File: src/rtl/pic_seq_pkg.sv
// Shared opcode decode constants and sequencer state type for the 12-bit PIC fetch path.
package pic_seq_pkg;

   localparam int unsigned INST_W = 12;

   localparam logic [INST_W-1:0] NOP         = 12'h000;
   localparam logic [INST_W-1:0] GOTO_MASK   = 12'hE00;
   localparam logic [INST_W-1:0] GOTO_MATCH  = 12'hA00;
   localparam logic [INST_W-1:0] CALL_MASK   = 12'hF00;
   localparam logic [INST_W-1:0] CALL_MATCH  = 12'h900;
   localparam logic [INST_W-1:0] RETLW_MASK  = 12'hF00;
   localparam logic [INST_W-1:0] RETLW_MATCH = 12'h800;
   localparam logic [INST_W-1:0] SLEEP_MASK  = 12'hFFF;
   localparam logic [INST_W-1:0] SLEEP_MATCH = 12'h003;

   typedef enum logic [1:0] {
      ST_RST = 2'd0,
      ST_RUN = 2'd1,
      ST_SLP = 2'd2
   } seq_state_t;

   function automatic logic op_hit(input logic [INST_W-1:0] inst,
                                   input logic [INST_W-1:0] mask,
                                   input logic [INST_W-1:0] match);
      return (inst & mask) == match;
   endfunction

endpackage

File: src/rtl/pic_call_stack.sv
// Two-entry shift call stack with saturating pointer and sticky over/underflow flag.
module pic_call_stack #(
   parameter int unsigned PC_W  = 11,
   parameter int unsigned DEPTH = 2
) (
   input  logic            clk,
   input  logic            rst,
   input  logic            push,
   input  logic            pop,
   input  logic [PC_W-1:0] ret_addr,
   output logic [PC_W-1:0] top,
   output logic            err
);

   localparam int unsigned SP_W = $clog2(DEPTH + 1);

   logic [PC_W-1:0] stk0;
   logic [PC_W-1:0] stk1;
   logic [SP_W-1:0] sp;

   assign top = stk0;

   // Push drops the oldest entry when full; pop at empty returns the stale top.
   always_ff @(posedge clk) begin
      if (rst) begin
         stk0 <= '0;
         stk1 <= '0;
         sp   <= '0;
         err  <= 1'b0;
      end else if (push) begin
         stk1 <= stk0;
         stk0 <= ret_addr;
         if (sp == SP_W'(DEPTH)) err <= 1'b1;
         else                    sp  <= sp + SP_W'(1);
      end else if (pop) begin
         stk0 <= stk1;
         if (sp == SP_W'(0)) err <= 1'b1;
         else                sp  <= sp - SP_W'(1);
      end
   end

endmodule

File: src/rtl/pic_fetch_seq.sv
// Fetch/execute sequencer: owns PC, execute-stage instruction register and call stack.
module pic_fetch_seq
   import pic_seq_pkg::*;
#(
   parameter int unsigned    PC_W      = 11,
   parameter logic [PC_W-1:0] RESET_VEC = {PC_W{1'b1}},
   parameter int unsigned    STK_DEPTH = 2
) (
   input  logic              clock_c,
   input  logic              reset_c,
   input  logic [11:0]       rom_data,
   input  logic              rom_ready,
   output logic              rom_req,
   output logic [PC_W-1:0]   rom_addr,
   output logic [11:0]       inst_q,
   output logic              inst_valid,
   input  logic              skip,
   input  logic              pcl_we,
   input  logic [7:0]        pcl_data,
   input  logic              wake,
   output logic [PC_W-1:0]   pc,
   output logic              sleeping,
   output logic              stack_err
);

   seq_state_t      state;
   logic            skip_pend;
   logic            is_goto;
   logic            is_call;
   logic            is_retlw;
   logic            is_sleep;
   logic            in_run;
   logic            do_redirect;
   logic            skip_eff;
   logic            stk_push;
   logic            stk_pop;
   logic [PC_W-1:0] stk_top;
   logic [PC_W-1:0] target;
   logic [PC_W-1:0] pc_inc;

   assign rom_addr = pc;
   assign in_run   = (state == ST_RUN);
   assign skip_eff = skip | skip_pend;
   assign pc_inc   = pc + PC_W'(1);

   // Execute-stage decode and redirect target; opcode targets outrank a PCL write.
   always_comb begin
      is_goto  = 1'b0;
      is_call  = 1'b0;
      is_retlw = 1'b0;
      is_sleep = 1'b0;
      if (inst_valid) begin
         is_goto  = op_hit(inst_q, GOTO_MASK,  GOTO_MATCH);
         is_call  = op_hit(inst_q, CALL_MASK,  CALL_MATCH);
         is_retlw = op_hit(inst_q, RETLW_MASK, RETLW_MATCH);
         is_sleep = op_hit(inst_q, SLEEP_MASK, SLEEP_MATCH);
      end
      do_redirect = in_run && (is_goto || is_call || is_retlw || pcl_we);
      stk_push    = in_run && is_call;
      stk_pop     = in_run && is_retlw;
      target      = {pc[PC_W-1:8], pcl_data};
      if (is_goto)       target = {pc[PC_W-1:9], inst_q[8:0]};
      else if (is_call)  target = {pc[PC_W-1:9], 1'b0, inst_q[7:0]};
      else if (is_retlw) target = stk_top;
   end

   pic_call_stack #(
      .PC_W  (PC_W),
      .DEPTH (STK_DEPTH)
   ) u_stack (
      .clk      (clock_c),
      .rst      (reset_c),
      .push     (stk_push),
      .pop      (stk_pop),
      .ret_addr (pc),
      .top      (stk_top),
      .err      (stack_err)
   );

   // Sequencer state, PC and instruction register.
   always_ff @(posedge clock_c) begin
      if (reset_c) begin
         state      <= ST_RST;
         pc         <= RESET_VEC;
         inst_q     <= NOP;
         inst_valid <= 1'b0;
         rom_req    <= 1'b0;
         sleeping   <= 1'b0;
         skip_pend  <= 1'b0;
      end else begin
         case (state)
            ST_RST: begin
               state   <= ST_RUN;
               rom_req <= 1'b1;
            end
            ST_RUN: begin
               if (do_redirect) begin
                  pc         <= target;
                  inst_q     <= NOP;
                  inst_valid <= 1'b0;
                  skip_pend  <= 1'b0;
               end else if (is_sleep) begin
                  state      <= ST_SLP;
                  rom_req    <= 1'b0;
                  sleeping   <= 1'b1;
                  inst_q     <= NOP;
                  inst_valid <= 1'b0;
               end else if (skip_eff) begin
                  // A skip is only retired once it has swallowed a real fetched word.
                  inst_q     <= NOP;
                  inst_valid <= 1'b0;
                  if (rom_ready) begin
                     pc        <= pc_inc;
                     skip_pend <= 1'b0;
                  end else begin
                     skip_pend <= 1'b1;
                  end
               end else if (!rom_ready) begin
                  inst_q     <= NOP;
                  inst_valid <= 1'b0;
               end else begin
                  inst_q     <= rom_data;
                  inst_valid <= 1'b1;
                  pc         <= pc_inc;
               end
            end
            ST_SLP: begin
               if (wake) begin
                  state    <= ST_RUN;
                  rom_req  <= 1'b1;
                  sleeping <= 1'b0;
               end
            end
            default: begin
               state <= ST_RST;
            end
         endcase
      end
   end

endmodule

File: config.mk
export PLATFORM = sky130hd
export DESIGN_NAME = pic_fetch_seq
export DESIGN_NICKNAME = d
export VERILOG_FILES = /design/src/rtl/pic_seq_pkg.sv /design/src/rtl/pic_call_stack.sv /design/src/rtl/pic_fetch_seq.sv
export SDC_FILE = /design/constraint.sdc
export NUM_CORES = 1
export LEC_CHECK = 0
export ABC_CLOCK_PERIOD_IN_PS = 5500
export CAP_MARGIN = 30
export CORE_ASPECT_RATIO = 1.1
export CORE_MARGIN = 2
export CORE_UTILIZATION = 53
export CTS_BUF_LIST = sky130_fd_sc_hd__clkbuf_16
export DETAILED_ROUTE_END_ITERATION = 6
export HOLD_SLACK_MARGIN = 0.03
export PLACE_DENSITY = 0.88
export SYNTH_ARGS = -nofsm -noshare
export SYNTH_HDL_FRONTEND = slang
export SYNTH_SLANG_ARGS = --single-unit
File: constraint.sdc
create_clock -name clock_c -period 5.5 [get_ports clock_c]
set_clock_uncertainty 0.2 [all_clocks]
set_input_delay 0.825 -clock clock_c [delete_from_list [all_inputs] [get_ports clock_c]]
set_output_delay 0.825 -clock clock_c [all_outputs]
set_load 0.05 [all_outputs]
# After elaboration in Yosys (flattened, before gate mapping)

Index checks and enable logic that the tools add are counted.
W data, S select, Z words.

Register bits after elaboration: 54
Input bits: 26
Output and inout port bits: 38

$add $sub $neg: 3
Equality and inequality tests: 18
Mux-type cells: 44
Bitwise logic cells: 1
Reductions and logical operators: 23

Operators by type and width:

| cell                    | count |
|---|---|
| $mux W11                | 8 |
| $mux W12                | 4 |
| $mux W1                 | 22 |
| $ne A2 B2 Y1 const B    | 8 |
| $reduce_and A3 Y1       | 5 |
| $mux W2                 | 7 |
| $eq A12 B2 Y1 const B   | 1 |
| $reduce_and A4 Y1       | 3 |
| $add A11 B1 Y11 const B | 1 |
| $reduce_bool A2 Y1      | 5 |
| $eq A4 B4 Y1 const B    | 2 |
| $pmux W2 S3             | 1 |
| $reduce_and A6 Y1       | 1 |
| $eq A2 B2 Y1 const B    | 2 |
| $logic_not A2 Y1        | 2 |
| $ne A2 B1 Y1 const B    | 2 |
| $ne A4 B4 Y1 const B    | 1 |
| $eq A3 B3 Y1 const B    | 1 |
| $logic_and A1 B1 Y1     | 3 |
| $logic_or A1 B1 Y1      | 3 |
| $pmux W1 S3             | 1 |
| $reduce_bool A3 Y1      | 1 |
| $add A2 B1 Y2 const B   | 1 |
| $eq A2 B1 Y1 const B    | 1 |
| 3 further kinds         | 3 |

# Depth between registers and ports, before layout

Gate-level depths: netlist of run 1.

Depth after elaboration: 8
Depth in mapped cells: 7

# Modules after synthesis

Synthesis of run 1 repeated with hierarchy kept, for this count alone.

Cells, all modules: 316
Area, all modules: 2758.9 sq um

By module, submodules not included:

| module         | instances | cells each | area each (sq um) | sequential area each (sq um) |
|---|---|---|---|---|
| pic_fetch_seq  | 1         | 203        | 1687.9            | 580.6 |
| pic_call_stack | 1         | 113        | 1071.0            | 500.5 |

# Worst setup path after synthesis of run 1

Ideal clock, no wire load.

Path type: register -> register
Start point: register inst_q[6]
End point: register pc[2]
Arrival: 1.953 ns
Required time: 5.166 ns
Path slack: 3.213 ns
Stages on the path, launching flop included: 7
Buffers on the path: 1
Period minus slack after synthesis: 2.287 ns
Cells stage by stage: dfxtp_1 nor3b_1 a41oi_4 and2_1 buf_4 a211oi_1 or4_1

Longest elaborated chain between the ends: 4

RTL lines:

| element                            | RTL line             | RTL |
|---|---|---|
| start, declared                    | pic_fetch_seq.sv:15  | `output logic [11:0] inst_q,` |
| start signal, assigned             | pic_fetch_seq.sv:122 | `inst_q <= rom_data;` |
| $eq A12 B2 Y1                      | pic_seq_pkg.sv:25    | `return (inst & mask) == match;` |
| $mux W1                            | pic_fetch_seq.sv:52  | `if (inst_valid) begin` |
| $ne A2 B1 Y1 (no source line)      | --                   |  |
| $reduce_and A3 Y1 (no source line) | --                   |  |
| end signal, assigned               | pic_fetch_seq.sv:98  | `pc <= target;` |
| end signal, assigned               | pic_fetch_seq.sv:113 | `pc <= pc_inc;` |
| end signal, assigned               | pic_fetch_seq.sv:124 | `pc <= pc_inc;` |
| end, declared                      | pic_fetch_seq.sv:21  | `output logic [PC_W-1:0] pc,` |

No other way between the ends.
A chain may end at the register's enable or synchronous reset.

# Worst setup path after layout of run 1

Start point: input pcl_we
End point: register inst_q[9]

Longest elaborated chain between the ends: 3

RTL lines:

| element             | RTL line            | RTL |
|---|---|---|
| start, declared     | pic_fetch_seq.sv:18 | `input logic pcl_we,` |
| $logic_or A1 B1 Y1  | pic_fetch_seq.sv:58 | `do_redirect = in_run && (is_goto \|\| is_call \|\| is_retlw \|\| pcl_we);` |
| $logic_and A1 B1 Y1 | pic_fetch_seq.sv:58 |  |
| $mux W12            | pic_fetch_seq.sv:97 | `if (do_redirect) begin` |

No other way between the ends.

==> results of run 1 <==
==> synthesized netlist by cell type, drive strengths merged <==
| library cell | number | area [µm²] |
|---|---|---|
| mux2i | 19 | 190 |
| xor2 | 9 | 78.8 |
| nor3b | 1 | 7.51 |
| a22oi | 1 | 7.51 |
| o31ai | 2 | 15.0 |
| or3 | 1 | 6.26 |
| buf | 21 | 133 |
| nand3b | 2 | 15.0 |
| or2 | 1 | 6.26 |
| o21a | 1 | 7.51 |
| and2b | 2 | 15.0 |
| a221oi | 1 | 15.0 |
| inv | 6 | 22.5 |
| nor4b | 2 | 38.8 |
| ha | 1 | 12.5 |
| a41oi | 1 | 27.5 |
| a311oi | 2 | 17.5 |
| and2 | 2 | 12.5 |
| nand2b | 3 | 26.3 |
| o21ai | 14 | 70.1 |
| a31oi | 3 | 18.8 |
| and3 | 2 | 12.5 |
| and3b | 1 | 8.76 |
| nor2 | 30 | 115 |
| nand4 | 4 | 25.0 |
| nand2 | 21 | 78.8 |
| a22o | 13 | 114 |
| dfxtp | 54 | 1080 |
| clkbuf | 11 | 41.3 |
| nor4 | 2 | 12.5 |
| or4 | 4 | 33.8 |
| nand3 | 18 | 90.1 |
| xnor2 | 1 | 8.76 |
| a211oi | 13 | 97.6 |
| a21oi | 31 | 155 |
| nor3 | 7 | 45.0 |
==> state kept, by name, indices dropped and copies added, names as in the netlist, 2 cells and up <==
signal        cells
inst_q           12
pc               11
state             2
u_stack.sp        2
u_stack.stk1     11
u_stack.top      11
==> through the flow <==
step / instances / instance area [µm²] / power, W
detailed placement: 399 / 3230 / 0.000609
global placement: 398 / 3210 / 0.000606
floorplan: 307 / 2660 / 0.000552
global route: 406 / 3360 / 0.000934
finish: 406 / 3360 / 0.000907
CTS: 406 / 3360 / 0.000905
==> cells by family (layout without fill, tap and decap cells) <==
family / after synthesis / count (layout) / share of synthesized area [%]
compound gates: 82 / 82 / 20.5
fa+ha+maj: 1 / 1 / 0.470
xor+xnor: 10 / 10 / 3.29
mux: 19 / 19 / 7.14
flops: 54 / 54 / 40.6
simple gates: 103 / 103 / 20.6
buf+inv: 38 / 79 / 7.38
==> path summary, 6_finish.rpt <==
path	from	end	slack, ps	depth (start not counted)
min reg2reg	u_stack.stk1[6]	u_stack.stk1[6]	260	2
max reg2reg	inst_q[10]	inst_q[9]	2570	5
max	pcl_we	inst_q[9]	2430	5
min	u_stack.stk1[6]	u_stack.stk1[6]	260	2
==> final cells by class <==
| cell class | instances | area (µm²) |
|---|---|---|
| multi-input cells | 215 | 1390 |
| inverters | 6 | 22.5 |
| clock inverters | 2 | 11.3 |
| repair buffers | 66 | 661 |
| well taps | 58 | 72.6 |
| fillers | 387 | 1570 |
| clock buffers | 5 | 125 |
| flip-flops and latches | 54 | 1080 |
==> tightest hold or removal path: cells and delay by family, from the launching register on <==
kind            cells  cell delay (ps)
simple gates        1               50
flops               1              310
compound gates      1               50
==> power breakdown <==
group / leakage (nW) / total (W) / switching, W / internal (W)
logic: 0.683 / 0.000182 / 0.000112 / 0.0000692
clock network: 0.0671 / 0.000303 / 0.000138 / 0.000165
registers: 0.439 / 0.000422 / 0.0000204 / 0.000402
==> metal layers <==
metal / track usage [%] / vias up / wire [µm]
li1: - / 1177 / -
met1: 32.7 / 1164 / 2850
met2: 42.4 / 104 / 3480
met3: 5.91 / 20 / 529
met4: 9.62 / 0 / 148
met5: 0 / - / 0
==> metrics.csv, run 1 <==
stage,metric,value,unit
clock_network,cts_resized,0,
placed_design,hpwlAfterDp,4870,µm
drt,wl_per_cell,17.2,µm
worst_setup_path,worstPathMaxFanout,21,
worst_setup_path,worst-path-buf-inv,1,
drt,drcViolationCount,0,
worst_setup_path,slowest_stage,nor3_2,
floorplanning,dieArea,0.00561,mm²
clock_network,cts_buffer_depth,2,
sta,tns,0,ps
worst_setup_path,path_cells,"clkdlybuf4s50_1, o21a_1, or3_1, nor3_2, a22o_1",
yosys,syn_inst,307,
hold_path,min_path_type,flop to flop,
clock_network,cts-root-buf,clkbuf_16,
floorplanning,fp.dieH,78.3,µm
floorplanning,initial_core_util,54.0,%
finish,diodes,0,
global_route,grt_pass1_vias,2383,
worst_setup_path,critPathArrivalTime,3100,ps
clock_network,cts_inserted_buffers,5,
sta,slew_headroom,44.0,%
clock_network,cts.sinks,54,
floorplanning,rows,27,
worst_setup_path,cp-start-kind,primary input,
power_and_ir_drop,cellPowerDensity,269,mW/mm²
finish,final_common_cell,clkdlybuf4s50_1,
sta,tightest_slew,839,ps
finish,finalNetCount,375,
finish,final_cell_mix,"clkdlybuf4s50_1 (63), dfxtp_1 (54), a21oi_1 (31)",
sta,post-route-period-util,55.7,%
sta,slew_viol_final,0,
sta,whs,256,ps
drt,viasPerCell,6.07,
global_route,grt_pass1_wl,11400,µm
yosys,synth_seq_cells,54,
power_and_ir_drop,leakage,1.19,nW
global_route,grt_usage,25.8,%
worst_setup_path,crit_path_end_kind,flop,
finish,fin_util,68.2,%
clock_network,clkLatencyLatePin,290,ps
floorplanning,die_w,71.6,µm
status,status,"complete, no violations",
worst_setup_path,crit_family,simple AND/OR/NAND/NOR gates,
yosys,synth_area,0.00266,mm²
worst_setup_path,cpPeakStageDelay,640,ps
placed_design,pre_cts_ws,2200,ps
finish,syn_to_final_growth,26.4,%
global_route,grt.overflow.total,0,
drt,drt.antenna.violating_nets,0,
power_and_ir_drop,vdd_drop_max,0.236,mV
clock_network,cts_tree,done,
yosys,synth-warning-count,0,
drt,drt_iter0_drc,269,
clock_network,h-tree-depth,2,
worst_setup_path,crit_required,5530,ps
global_route,grt_antenna_before_repair,0,
yosys,synth.yosys.seq_area_share,40.6,%
yosys,syn_avg_cell_area,8.67,µm²
floorplanning,io_pins,64,
clock_network,ctsHoldBuffers,0,
floorplanning,core_region_area,0.00493,mm²
flow_run,drv_cap,0,
placed_design,io_buffers,63,
placed_design,gp_congestion,0.883,
global_route,grt_max_degree,47,
drt,drt-total-wl,7000,µm
finish,drive_gt1_share,5.46,%
sta,final.setup.worst_slack,2430,ps
sta,timing.final.setup_violations,0,
drt,dr_total_vias,2465,
clock_network,postCtsSetupRepairBufs,0,
clock_network,clkTransAtPathRegs,70,ps
worst_setup_path,worstSetupPathType,primary input to flop,
sta,final.min_clock_period,3070,ps
yosys,synth_cell_types,43,
sta,rsz0062_at_grt,no,
sta,fmax,0.326,GHz
drt,firstDrtPassIters,4,
sta,final_hold_viol_count,0,
yosys,synth_fp_nets,334,
Power figures use the tool's default switching activity.
==> run 2, diff against run 1 <==
Settings changed: ABC_CLOCK_PERIOD_IN_PS 5500 to 2600, CORE_UTILIZATION 53 to 45, PLACE_DENSITY 0.88 to 0.79.
Clock period 5.5 ns to 2.6 ns, I/O delays scaled along.
==> metrics.csv, run 2 (synthesized netlist as in run 1, its figures left out) <==
stage,metric,value,unit,change
power_and_ir_drop,vdd_drop_max,0.432,mV,was 0.236 mV
drt,firstDrtPassIters,5,,was 4
clock_network,clkTransAtPathRegs,70,ps,about the same
finish,multi_input_area,0.00139,mm²,unchanged
worst_setup_path,worstSetupPathType,flop to output pin,,was primary input to flop
worst_setup_path,cpPeakStageDelay,880,ps,was 640 ps
finish,final_common_cell,clkdlybuf4s50_1,,unchanged
worst_setup_path,worstSetupPathDepth,1,,was 5
drt,viasPerCell,5.88,,was 6.07
clock_network,cts_buffer_depth,2,,unchanged
finish,diodes,0,,unchanged
floorplanning,core_region_area,0.00573,mm²,was 0.00493 mm²
worst_setup_path,path_cells,clkdlybuf4s50_1,,"was clkdlybuf4s50_1, o21a_1, or3_1, nor3_2, a22o_1"
hold_path,min_path_type,flop to flop,,unchanged
finish,regArea,0.00108,mm²,unchanged
drt,dr_total_vias,2545,,was 2465
worst_setup_path,crit_family,buffers and inverters,,was simple AND/OR/NAND/NOR gates
floorplanning,rows,29,,was 27
sta,final.setup.worst_slack,294,ps,was 2430 ps
worst_setup_path,worstRegToRegCells,5,,unchanged
clock_network,cts_tree,done,,unchanged
floorplanning,dieArea,0.00655,mm²,was 0.00561 mm²
worst_setup_path,r2r_setup_slack,400,ps,was 2570 ps
clock_network,cts-root-buf,clkbuf_16,,unchanged
placed_design,pre_cts_ws,312,ps,was 2200 ps
finish,largest_register_ff_count,12,,unchanged
placed_design,hpwlAfterDp,5070,µm,was 4870 µm
finish,final_cell_mix,"clkdlybuf4s50_1 (62), dfxtp_1 (54), a21oi_1 (31)",,"was clkdlybuf4s50_1 (63), dfxtp_1 (54), a21oi_1 (31)"
flow_run,drv_cap,0,,unchanged
clock_network,ctsHoldBuffers,0,,unchanged
clock_network,cts_resized,0,,unchanged
global_route,grt.overflow.total,0,,unchanged
finish,syn_to_final_growth,32.0,%,was 26.4%
global_route,grt_antenna_before_repair,0,,unchanged
hold_path,worstHoldPathCells,2,,unchanged
clock_network,clkLatencyLatePin,290,ps,about the same
finish,drive_gt1_share,8.15,%,was 5.46%
drt,drcViolationCount,0,,unchanged
floorplanning,fp.dieH,84.7,µm,was 78.3 µm
worst_setup_path,worst-path-buf-inv,1,,unchanged
clock_network,h-tree-depth,2,,unchanged
finish,fillers,522,,was 387
hold_path,hold_end,u_stack.stk1[8],,was u_stack.stk1[6]
sta,timing.final.setup_violations,0,,unchanged
power_and_ir_drop,cellPowerDensity,609,mW/mm²,was 269 mW/mm²
sta,final.min_clock_period,2310,ps,
sta,slew_headroom,49.0,%,was 44.0%
power_and_ir_drop,leakage,1.25,nW,was 1.19 nW
finish,finalNetCount,382,,was 375
sta,final_hold_viol_count,0,,unchanged
sta,slew_viol_final,0,,unchanged
worst_setup_path,slowest_stage,clkdlybuf4s50_1,,was nor3_2
sta,fmax,0.434,GHz,
placed_design,gp_congestion,0.890,,was 0.883
worst_setup_path,critPathArrivalTime,1720,ps,was 3100 ps
hold_path,hold_start,u_stack.stk1[8],,was u_stack.stk1[6]
drt,drt.antenna.violating_nets,0,,unchanged
worst_setup_path,worstPathMaxFanout,8,,was 21
worst_setup_path,crit_path_end_kind,output pin,,was flop
sta,whs,255,ps,was 256 ps
finish,top_register,inst_q,,unchanged
clock_network,postCtsSetupRepairBufs,0,,unchanged
drt,drt-total-wl,7180,µm,was 7000 µm
global_route,grt_pass1_vias,2335,,was 2383
clock_network,cts_inserted_buffers,5,,unchanged
sta,tns,0,ps,unchanged
sta,rsz0062_at_grt,no,,unchanged
global_route,grt_pass1_wl,11500,µm,was 11400 µm
floorplanning,die_w,77.3,µm,was 71.6 µm
floorplanning,io_pins,64,,unchanged
floorplanning,initial_core_util,46.4,%,was 54.0%
drt,drt_iter0_drc,224,,was 269
global_route,grt_max_degree,31,,was 47
clock_network,cts.sinks,54,,unchanged
worst_setup_path,cp-start-kind,flop,,was primary input
status,status,"complete, no violations",,unchanged
worst_setup_path,crit_required,2010,ps,was 5530 ps
drt,wl_per_cell,16.6,µm,was 17.2 µm
global_route,grt_usage,21.9,%,was 25.8%
worst_setup_path,reg2reg_to,pc[2],,was inst_q[9]
sta,tightest_slew,762,ps,was 839 ps
worst_setup_path,rr_startpoint,inst_q[0],,was inst_q[10]
placed_design,io_buffers,63,,unchanged
sta,post-route-period-util,88.7,%,
run 2: worst max path at each step:
stage              start   endpoint  slack, ps
2_1_floorplan  inst_q[6]      pc[2]        310
3_3_place_gp      pcl_we  inst_q[0]        350
3_5_place_dp      pcl_we  inst_q[5]        310
4_1_cts        inst_q[9]  inst_q[9]        320
5_1_grt        inst_q[9]  inst_q[9]        270
6_report       inst_q[9]  inst_q[9]        290
run 2: layout make-up:
| type | instances | area share [%] |
|---|---|---|
| Timing Repair Buffer | 73 | 20.7 |
| Clock buffer | 5 | 3.56 |
| Sequential cell | 54 | 30.8 |
| Clock inverter | 3 | 1.96 |
| Tap cell | 77 | 2.74 |
| Multi-Input combinational cell | 215 | 39.6 |
| Inverter | 6 | 0.641 |
run 2: routing by layer:
metal | wire length, µm | up-vias | GRT usage [%]
met4 | 111 | 0 | 6.49
met3 | 404 | 18 | 3.87
met2 | 3590 | 123 | 38.5
met1 | 3070 | 1208 | 27.3
li1 | - | 1196 | -
met5 | 0 | - | 0
run 2: where the power goes:
part | switching (W) | internal (W) | total (W)
clock | 0.000304 | 0.000553 | 0.000858
sequential | 0.0000435 | 0.000849 | 0.000893
combinational | 0.000240 | 0.000151 | 0.000391
run 2: metrics by stage:
| step | std cells | cell area, µm² | utilization, % | power [W] |
|---|---|---|---|---|
| floorplan | 307 | 2660 | - | 0.00117 |
| global placement | 425 | 3320 | 57.9 | 0.00129 |
| detailed placement | 425 | 3320 | 57.9 | 0.00130 |
| CTS | 433 | 3510 | 61.3 | 0.00214 |
| global route | 433 | 3510 | 61.3 | 0.00220 |
| finish | 433 | 3510 | 61.3 | 0.00214 |
==> edit (flow settings as in run 2) <==
Reset style: asynchronous (`reset_c` and `rst`), changed in 2 clocked blocks.
--- a/src/rtl/pic_call_stack.sv
+++ b/src/rtl/pic_call_stack.sv
@@ -21,7 +21,7 @@
    assign top = stk0;
 
    // Push drops the oldest entry when full; pop at empty returns the stale top.
-   always_ff @(posedge clk) begin
+   always_ff @(posedge clk or posedge rst) begin
       if (rst) begin
          stk0 <= '0;
          stk1 <= '0;
--- a/src/rtl/pic_fetch_seq.sv
+++ b/src/rtl/pic_fetch_seq.sv
@@ -78,7 +78,7 @@
    );
 
    // Sequencer state, PC and instruction register.
-   always_ff @(posedge clock_c) begin
+   always_ff @(posedge clock_c or posedge reset_c) begin
       if (reset_c) begin
          state      <= ST_RST;
          pc         <= RESET_VEC;
Check against the original RTL: differs if reset_c is asserted again (counterexample within 4 cycles, from zero or initial values and one cycle with reset_c high); with reset_c held inactive, the same outputs for 4 cycles.
==> edit against run 2 <==
  * First-iteration DRC count fell by 11%
  * Sequential cell count did not move
  * Hold slack got worse by 0.033 ns
  * Register-to-register slack improved by 0.04 ns
  * Wire length fell by 6.4%
  * Sequential share of layout area rose by 6.8 points
  * Design area rose by 3.3%
  * Setup slack got worse by 0.11 ns
  * Die area rose by 6.2%
  * Total power rose by 2.7%
  * Area after synthesis rose by 6.6%
  * Critical path depth did not move
  * Combinational power rose by 21%
  * Sequential power rose by 11%
==> edit: results (changes against run 2) <==
stage,metric,value,unit,change
placement,DP HPWL,4.843,mm,-4.4%
drt,DR iter-0 viols,200,,-11%
drt,Detailed Routing Iterations Pass 1,6,,+1
synthesis,Unique masters post-synth,47,,+9.3%
synthesis,ranking of synthesized cells by area,"dfrtp_1 38%, dfstp_2 10%, mux2i_1 4.6%, mux2_1 4.4%, a22o_1 4.0%",,
worst_hold_path,worst hold path type,in -> async,,
synthesis,Post-synth top cells,"43 x dfrtp_1, 21 x o21ai_0, 16 x nor2_1, 15 x a21oi_1",,
synthesis,Post-synth ARST share,1.000,,+1.000
run_status,status,finished clean,,
worst_setup_path,max incr delay on CP,0.90,ns,+0.02 ns
global_routing,vias in the first global route,2223,,-4.8%
timing,worst slew pin tran,0.5108,ns,-0.2515 ns
global_routing,pin count of the biggest net entering global routing,35,,+13%
placement,placed cell area,3468,um^2,+4.5%
synthesis,sequential-to-total area share from yosys stat,0.4810,,+0.07503
worst_setup_path,crit path max fanout,15,,+7
layout,# fillers,499,,-4.4%
layout,share of cells above drive strength 1,0.1142,,+0.03274
synthesis,syn_nets,298,,-11%
power,total leakage power,1.476,nW,+18%
drt,WL final,6.724,mm,-6.4%
layout,multi-input logic area,1276,um^2,-8.3%
synthesis,Mapped Avg Cell Area,10.47,um^2,+21%
placement,Final Wtd Congestion,0.8870,,-0.38%
placement,pre-CTS setup slack,0.4781,ns,+0.1660 ns
drt,vias,2324,,-8.7%
-- edit: cell types whose count changed after synthesis, moves of 8 or more --
cell | before | now
dfrtp_1 | 0 | 43
o211ai_1 | 0 | 8
a21oi_1 | 31 | 15
xor2_1 | 9 | 1
mux2_1 | 0 | 11
nor2_1 | 29 | 16
a211oi_1 | 13 | 0
dfstp_2 | 0 | 11
dfxtp_1 | 54 | 0
-- edit: cells by family after synthesis --
group                      Yosys count  share of synthesized area
adders and majority gates            1                   0.004408
and+or+nand+nor                     77                     0.1592
muxes                               25                    0.09347
DFF                                 54                     0.4810
AOI/OAI and AO/OA                   73                     0.1649
buffers and inverters               32                    0.06922
xor gates and xnor gates             9                    0.02778
-- edit: path summary, 6_finish.rpt --
path / start / end / slack (ns)
worst max register to register: inst_q[10] / u_stack.stk1[10] / 0.44
min in group clock_c: u_stack.err / u_stack.err / 0.28
worst min-delay path: reset_c / u_stack.sp[0] / 0.22
worst max-delay path: inst_q[9] / inst_q[9] / 0.18
max in group asynchronous: reset_c / pc[5] / 1.38
worst min register to register: u_stack.err / u_stack.err / 0.28
-- edit: where the power goes --
group | leakage, nW | internal, W | total [W] | switching (W)
Sequential | 0.690 | 0.000916 | 0.000993 | 0.0000767
Clock | 0.0864 | 0.000448 | 0.000733 | 0.000286
Combinational | 0.699 | 0.000184 | 0.000473 | 0.000289
Total | 1.48 | 0.00155 | 0.00220 | 0.000652
-- edit: layer usage --
layer  track usage  up-vias
li1              -     1074
met1        0.2614     1169
met2        0.3392       73
met3       0.03734        8
met4       0.05329        0
met5             0        -
-- edit: final cells by class --
type,instances,share of cell area
well taps,80,0.02757
multi-input cells,185,0.3515
inverters,5,0.005169
flip-flops and latches,54,0.3759
clock inverters,3,0.01034
repair buffers,72,0.1950
clock buffers,5,0.03446
